==> config.mk <==
export PLATFORM = sky130hd
export DESIGN_NAME = inst_fetch_flat
export DESIGN_NICKNAME = d
export VERILOG_FILES = /design/src/rtl/fetch_pkg.sv /design/src/rtl/inst_fetch_if.sv /design/src/rtl/fetch_queue.sv /design/src/rtl/inst_fetch.sv /design/src/flat_wrapper.sv
export SDC_FILE = /design/constraint.sdc
export NUM_CORES = 1
export LEC_CHECK = 0
export CAP_MARGIN = 20
export CORE_MARGIN = 3
export CORE_UTILIZATION = 40
export DETAILED_ROUTE_END_ITERATION = 10
export PLACE_DENSITY = 0.71
export SLEW_MARGIN = 20
export SYNTH_ARGS = -nofsm -noshare
export SYNTH_HDL_FRONTEND = slang
export SYNTH_SLANG_ARGS = --single-unit
==> constraint.sdc <==
create_clock -name clk -period 15.5 [get_ports clk]
set_input_delay 3.1 -clock clk [delete_from_list [all_inputs] [get_ports clk]]
set_output_delay 3.1 -clock clk [all_outputs]
set_load 0.1 [all_outputs]
==> src/rtl/fetch_pkg.sv <==
// fetch_pkg: shared types and constants for the instruction-fetch stage.
//   fetch_entry_t : one queued fetch result, {pc, inst}
//   INST_NOP      : instruction presented to decode when nothing is queued
//   PC_STEP       : sequential PC increment in bytes
package fetch_pkg;

   typedef struct packed {
      logic [31:0] pc;
      logic [31:0] inst;
   } fetch_entry_t;

   localparam logic [31:0] INST_NOP = 32'h0000_0013;
   localparam logic [31:0] PC_STEP  = 32'd4;

endpackage

==> src/rtl/inst_fetch_if.sv <==
// inst_fetch_if: ROM, redirect and decode-side signals of the fetch stage.
//   rom_addr / rom_inst                  : combinational ROM read
//   redirect_valid / redirect_pc         : one-cycle redirect from execute
//   if_valid / if_ready / if_inst /
//   if_pc / if_pc_plus4                  : head entry offered to decode
//   fetch_fault                          : sticky misaligned-redirect flag
// Handshake: an entry transfers on a clock edge where if_valid & if_ready are
// both high; if_valid never depends combinationally on if_ready, and while
// if_valid & !if_ready the payload holds unless a redirect or reset occurs.
// master = fetch stage, slave = its environment (ROM, execute, decode).
interface inst_fetch_if #(
   parameter int ADDR_W = 12
);
   logic [ADDR_W-1:0] rom_addr;
   logic [31:0]       rom_inst;
   logic              redirect_valid;
   logic [31:0]       redirect_pc;
   logic              if_valid;
   logic              if_ready;
   logic [31:0]       if_inst;
   logic [31:0]       if_pc;
   logic [31:0]       if_pc_plus4;
   logic              fetch_fault;

   modport master (
      output rom_addr, if_valid, if_inst, if_pc, if_pc_plus4, fetch_fault,
      input  rom_inst, redirect_valid, redirect_pc, if_ready
   );

   modport slave (
      input  rom_addr, if_valid, if_inst, if_pc, if_pc_plus4, fetch_fault,
      output rom_inst, redirect_valid, redirect_pc, if_ready
   );
endinterface

==> src/rtl/fetch_queue.sv <==
// fetch_queue: 2-entry FIFO of fetch_entry_t.
//   push/push_entry : write at tail
//   pop             : drop head (caller only pops when count != 0)
//   flush           : empty the queue; overrides push and pop
//   count           : occupancy 0..2
//   head            : oldest entry (content undefined when count == 0)
// Push and pop together when full is legal: the tail slot equals the head
// slot, and the head is read before the edge that overwrites it.
module fetch_queue
   import fetch_pkg::*;
(
   input  logic         clk,
   input  logic         reset,
   input  logic         push,
   input  logic         pop,
   input  logic         flush,
   input  fetch_entry_t push_entry,
   output logic [1:0]   count,
   output fetch_entry_t head
);

   fetch_entry_t mem_q [2];
   fetch_entry_t mem_d [2];
   logic         rd_q, rd_d;
   logic         wr_q, wr_d;
   logic [1:0]   count_q, count_d;

   always_comb begin
      mem_d   = mem_q;
      rd_d    = rd_q;
      wr_d    = wr_q;
      count_d = count_q;
      if (flush) begin
         rd_d    = 1'b0;
         wr_d    = 1'b0;
         count_d = 2'd0;
      end else begin
         if (push) begin
            mem_d[wr_q] = push_entry;
            wr_d        = ~wr_q;
         end
         if (pop) begin
            rd_d = ~rd_q;
         end
         count_d = count_q + {1'b0, push} - {1'b0, pop};
      end
   end

   always_ff @(posedge clk or posedge reset) begin
      if (reset) begin
         mem_q   <= '{default: '0};
         rd_q    <= 1'b0;
         wr_q    <= 1'b0;
         count_q <= 2'd0;
      end else begin
         mem_q   <= mem_d;
         rd_q    <= rd_d;
         wr_q    <= wr_d;
         count_q <= count_d;
      end
   end

   assign count = count_q;
   assign head  = mem_q[rd_q];

endmodule

==> src/rtl/inst_fetch.sv <==
// inst_fetch: instruction-fetch stage in front of a combinational ROM.
//   clk, reset : core clock, asynchronous active-high reset
//   bus        : inst_fetch_if.master (ROM read, redirect, decode handshake,
//                fetch_fault)
// The PC drives the ROM directly; each push captures {pc, rom_inst} into a
// 2-entry queue whose head is offered to decode. A redirect flushes the queue
// and reloads the PC; a misaligned target latches fetch_fault, which stops
// all further fetching until reset.
module inst_fetch
   import fetch_pkg::*;
#(
   parameter logic [31:0] RESET_PC = 32'h0000_0000,
   parameter int          ADDR_W   = 12,
   parameter int          QDEPTH   = 2
)(
   input  logic          clk,
   input  logic          reset,
   inst_fetch_if.master  bus
);

   logic [31:0]  pc_q, pc_d;
   logic         fault_q, fault_d;
   logic         push, pop, q_valid;
   logic [1:0]   q_count;
   fetch_entry_t q_head;
   fetch_entry_t new_entry;

   assign q_valid   = (q_count != 2'd0);
   assign pop       = q_valid & bus.if_ready;
   // A full queue can still accept when decode drains the head this cycle.
   assign push      = !fault_q & !bus.redirect_valid &
                      ((q_count < 2'(QDEPTH)) | pop);
   assign new_entry = '{pc: pc_q, inst: bus.rom_inst};

   fetch_queue u_queue (
      .clk        (clk),
      .reset      (reset),
      .push       (push),
      .pop        (pop),
      .flush      (bus.redirect_valid),
      .push_entry (new_entry),
      .count      (q_count),
      .head       (q_head)
   );

   always_comb begin
      pc_d    = pc_q;
      fault_d = fault_q;
      if (bus.redirect_valid) begin
         pc_d = bus.redirect_pc;
         if (bus.redirect_pc[1:0] != 2'b00) begin
            fault_d = 1'b1;
         end
      end else if (push) begin
         pc_d = pc_q + PC_STEP;
      end
   end

   always_ff @(posedge clk or posedge reset) begin
      if (reset) begin
         pc_q    <= RESET_PC;
         fault_q <= 1'b0;
      end else begin
         pc_q    <= pc_d;
         fault_q <= fault_d;
      end
   end

   always_comb begin
      bus.if_valid    = q_valid;
      bus.if_inst     = INST_NOP;
      bus.if_pc       = 32'd0;
      bus.if_pc_plus4 = 32'd0;
      if (q_valid) begin
         bus.if_inst     = q_head.inst;
         bus.if_pc       = q_head.pc;
         bus.if_pc_plus4 = q_head.pc + PC_STEP;
      end
   end

   // High PC bits are deliberately dropped: the ROM aliases across them.
   assign bus.rom_addr    = pc_q[ADDR_W-1:0];
   assign bus.fetch_fault = fault_q;

endmodule

==> src/flat_wrapper.sv <==
// flat-port wrapper written by rule: the top's interface ports become plain ports
module inst_fetch_flat import fetch_pkg::*;
#(
   parameter logic [31:0] RESET_PC = 32'h0000_0000,
   parameter int          ADDR_W   = 12,
   parameter int          QDEPTH   = 2
)
  (clk, reset, bus_rom_addr, bus_if_valid, bus_if_inst, bus_if_pc, bus_if_pc_plus4, bus_fetch_fault, bus_rom_inst, bus_redirect_valid, bus_redirect_pc, bus_if_ready);
  inst_fetch_if #(.ADDR_W(ADDR_W)) bus_i ();
  input  logic clk;
  input  logic reset;
  output wire logic [$bits(bus_i.rom_addr)-1:0] bus_rom_addr;
  output wire logic [$bits(bus_i.if_valid)-1:0] bus_if_valid;
  output wire logic [$bits(bus_i.if_inst)-1:0] bus_if_inst;
  output wire logic [$bits(bus_i.if_pc)-1:0] bus_if_pc;
  output wire logic [$bits(bus_i.if_pc_plus4)-1:0] bus_if_pc_plus4;
  output wire logic [$bits(bus_i.fetch_fault)-1:0] bus_fetch_fault;
  input wire logic [$bits(bus_i.rom_inst)-1:0] bus_rom_inst;
  input wire logic [$bits(bus_i.redirect_valid)-1:0] bus_redirect_valid;
  input wire logic [$bits(bus_i.redirect_pc)-1:0] bus_redirect_pc;
  input wire logic [$bits(bus_i.if_ready)-1:0] bus_if_ready;
  assign bus_rom_addr = bus_i.rom_addr;
  assign bus_if_valid = bus_i.if_valid;
  assign bus_if_inst = bus_i.if_inst;
  assign bus_if_pc = bus_i.if_pc;
  assign bus_if_pc_plus4 = bus_i.if_pc_plus4;
  assign bus_fetch_fault = bus_i.fetch_fault;
  assign bus_i.rom_inst = bus_rom_inst;
  assign bus_i.redirect_valid = bus_redirect_valid;
  assign bus_i.redirect_pc = bus_redirect_pc;
  assign bus_i.if_ready = bus_if_ready;
  inst_fetch #(.RESET_PC(RESET_PC), .ADDR_W(ADDR_W), .QDEPTH(QDEPTH)) u_core (.clk(clk), .reset(reset), .bus(bus_i));
endmodule
==> flow_metrics.py <==
metrics = {
    "floorplanning": {
        "die_w_um": 153.6,
        "start_util_pct": 41.06,
        "design.core.area_um2": 21220,
        "num_rows": 53,
        "chipHeight_um": 153.6,
        "pin_count": 178,
        "dieArea_um2": 23590,
    },
    "final_layout": {
        "utilization_pct": 52.99,
        "diodes": 0,
        "n_fill_cell": 1894,
        "fin_nets": 1013,
        "seq_area_um2": 4133,
        "area_growth_pct": 29.05,
        "multi_input_area_um2": 4259,
        "most-common-layout-cells": "176 x clkdlybuf4s50_1, 164 x dfrtp_1, 141 x mux2_2, 83 x nor2_1, 62 x mux2i_1",
        "final_common_cell": "clkdlybuf4s50_1",
        "fin_cells": 1229,
        "drive_gt1_share_pct": 20.34,
    },
    "cts": {
        "cts_tree": "done",
        "clk_pin_slew_ns": 0.06,
        "cts_hold_buffers": 0,
        "cts.path.max_buffers": 2,
        "root_buffer": "clkbuf_16",
        "cts_made_buffers": 17,
        "post_cts_buffers": 0,
        "clock_sinks": 165,
        "clk_latency_ns": 0.43,
        "htreeDepth": 4,
        "cts_resized": 0,
    },
    "placed_design": {
        "gp_congestion": 0.8138,
        "dp.final_hpwl_um": 14590,
        "port_buffers": 177,
        "post-place-ws_ns": 8.291,
        "placed_cells": 1197,
    },
    "critical_path": {
        "critPathSlowestCell": "clkdlybuf4s50_1",
        "cp_max_fo": 55,
        "critPathBufInv": 2,
        "crit_chain": "buf_4 > and4_1 > a2bb2oi_1 > nand3_1 > o41ai_1 > clkdlybuf4s50_1",
        "crit_path_end_kind": "primary output",
        "cp_top_family": "buffers and inverters",
        "critical_path_class": "flip-flop to primary output",
        "worstPathArrival_ns": 4.53,
        "cp_data_required_time_ns": 12.40,
        "crit_path_start_kind": "flip-flop",
        "slowest_delay_ns": 1.20,
    },
    "power": {
        "power_density_nw_per_um2": 167.5,
        "max-vdd-ir-drop_mv": 0.1175,
        "p_leak_uw": 0.004451,
    },
    "yosys": {
        "synth_seq_cells": 165,
        "async_flop_share_pct": 100.0,
        "syn_avg_cell_area_um2": 10.95,
        "yosys_most_used_dff": "dfrtp_1",
        "netlist_area_um2": 8713,
        "synthCells": 796,
        "synth_area_leaders": "dfrtp_1 47%, mux2_2 18%, mux2i_1 7.1%",
        "yosys.area.top_type": "dfrtp_1",
        "syn_nets": 868,
        "yosysWarnings": 0,
        "ys_types": 48,
        "synth_edf_count": 0,
        "synth_top_area_share_pct": 47.39,
        "synth_seq_area_share_pct": 47.39,
    },
    "sta": {
        "tightestPinTransition_ns": 1.014,
        "setup_slack_ns": 7.869,
        "tns_ns": 0,
        "finalCriticalPeriod_ns": 7.631,
        "hold_ws_ns": 0.5053,
        "clock_skew_ns": 0.009731,
        "rsz0062_at_grt": "false",
        "setup_viol": 0,
        "hold_viol_final": 0,
        "post-route-period-util_pct": 49.23,
        "fmax_mhz": 131.0,
        "slew_viol_final": 0,
        "slew_headroom_pct": 32.17,
    },
    "detailed_routing": {
        "viasPerCell": 5.260,
        "routed-wl-met3_um": 1006,
        "wl_met1_um": 9727,
        "drtIter0Drc": 393,
        "vias": 6465,
        "highest_layer": "met5",
        "ant_nets": 0,
        "drc_errors": 0,
        "post_drt_wl_per_cell_um": 17.38,
        "met2_length_um": 10290,
        "drt_pass1_iterations": 5,
        "wl_um": 21360,
    },
    "global_routing": {
        "grt_max_degree": 87,
        "track_usage_pct": 18.17,
        "grt_pass1_vias": 6623,
        "overflow": 0,
        "antenna_found_initial": 1,
        "grt_pass1_wl_um": 34850,
    },
    "run": {
        "cap_violations": 0,
    },
    "min_path": {
        "min_path_type": "flip-flop to flip-flop",
    },
    "run_status": {
        "status": "complete, no violations",
    },
}
-- worst reg2reg max path: cells and delay by family, from the launching register on --
kind                   cells  cell delay, ns
and+or+nand+nor            3            1.36
muxes                      1            0.43
DFF                        1            0.43
buffers and inverters      1            0.63
-- final timing paths --
kind	slack (ns)	startpoint	depth (start not counted)	end
setup reg to reg	12.53	u_core.u_queue.count[1]	5	u_core.u_queue.mem_q[88]
hold / removal	0.51	u_core.u_queue.mem_q[1]	1	u_core.u_queue.mem_q[1]
hold reg to reg	0.51	u_core.u_queue.mem_q[1]	1	u_core.u_queue.mem_q[1]
min in group asynchronous	3.19	reset	2	u_core.pc_q[0]
max in group asynchronous	11.07	reset	3	u_core.u_queue.mem_q[8]
setup / recovery	7.87	u_core.u_queue.rd_q	6	bus_if_pc_plus4[31]
-- layer usage --
| layer | GRT usage (%) | up-vias |
|---|---|---|
| met3 | 3.603 | 22 |
| met5 | 0 | - |
| met2 | 29.54 | 160 |
| met1 | 24.90 | 3192 |
| met4 | 5.172 | 2 |
| li1 | - | 3089 |
-- cells in the mapped netlist, types with 2 or more instances --
| library cell | count |
|---|---|
| dfrtp_1 | 165 |
| mux2_2 | 141 |
| nor2_1 | 84 |
| mux2i_1 | 62 |
| nand2_1 | 58 |
| o21ai_0 | 38 |
| xnor2_1 | 29 |
| nand3_1 | 26 |
| buf_2 | 22 |
| clkbuf_1 | 17 |
| buf_4 | 16 |
| nand4_1 | 16 |
| xor2_1 | 14 |
| nor3_1 | 12 |
| inv_1 | 9 |
| and2_1 | 8 |
| o31ai_1 | 8 |
| nand3b_1 | 6 |
| a21oi_1 | 5 |
| and3_1 | 5 |
| and4_1 | 5 |
| nand4b_1 | 5 |
| a31oi_1 | 4 |
| buf_1 | 4 |
| ha_1 | 4 |
| nor2b_1 | 4 |
| or4_1 | 3 |
| a211oi_1 | 2 |
| nand2b_1 | 2 |
| nand4_2 | 2 |
| nor2_2 | 2 |
| o41ai_1 | 2 |
-- cell type report --
type | instances | area share [%]
timing repair buffer | 185 | 16.28
tap | 275 | 3.060
sequential | 165 | 36.75
clock buffer | 17 | 3.783
multi-input combinational | 563 | 37.88
clock inverter | 15 | 1.903
inverter | 9 | 0.3449
-- power breakdown --
| part | switching [uW] | internal (uW) | leakage, uW | total [uW] |
|---|---|---|---|---|
| clock network | 183 | 274 | 0.000312 | 457 |
| logic | 651 | 235 | 0.00203 | 886 |
| registers | 56.8 | 484 | 0.00211 | 541 |
-- through the flow --
| stage | total power, uW | instance area, um2 |
|---|---|---|
| after CTS | 1901 | 11240 |
| final | 1884 | 11240 |
| after detailed placement | 1440 | 10600 |
| after global routing | 1960 | 11240 |
| after global placement | 1435 | 10600 |
| after floorplan | 1237 | 8713 |
-- state kept, by name, indices dropped and copies added, names as in the netlist --
signal                  count
u_core.u_queue.rd_q         1
u_core.u_queue.count        2
u_core.u_queue.wr_q         1
u_core.pc_q                32
u_core.u_queue.mem_q      128
u_core.bus.fetch_fault      1
-- kinds of logic after synthesis --
group	share of synthesized area [%]
AOI/OAI and AO/OA	4.394
xor gates and xnor gates	4.322
adders and majority gates	0.5744
buffers and inverters	3.935
DFF	47.39
muxes	25.34
and+or+nand+nor	14.04
Note: power is estimated with default switching activity, not from simulation.
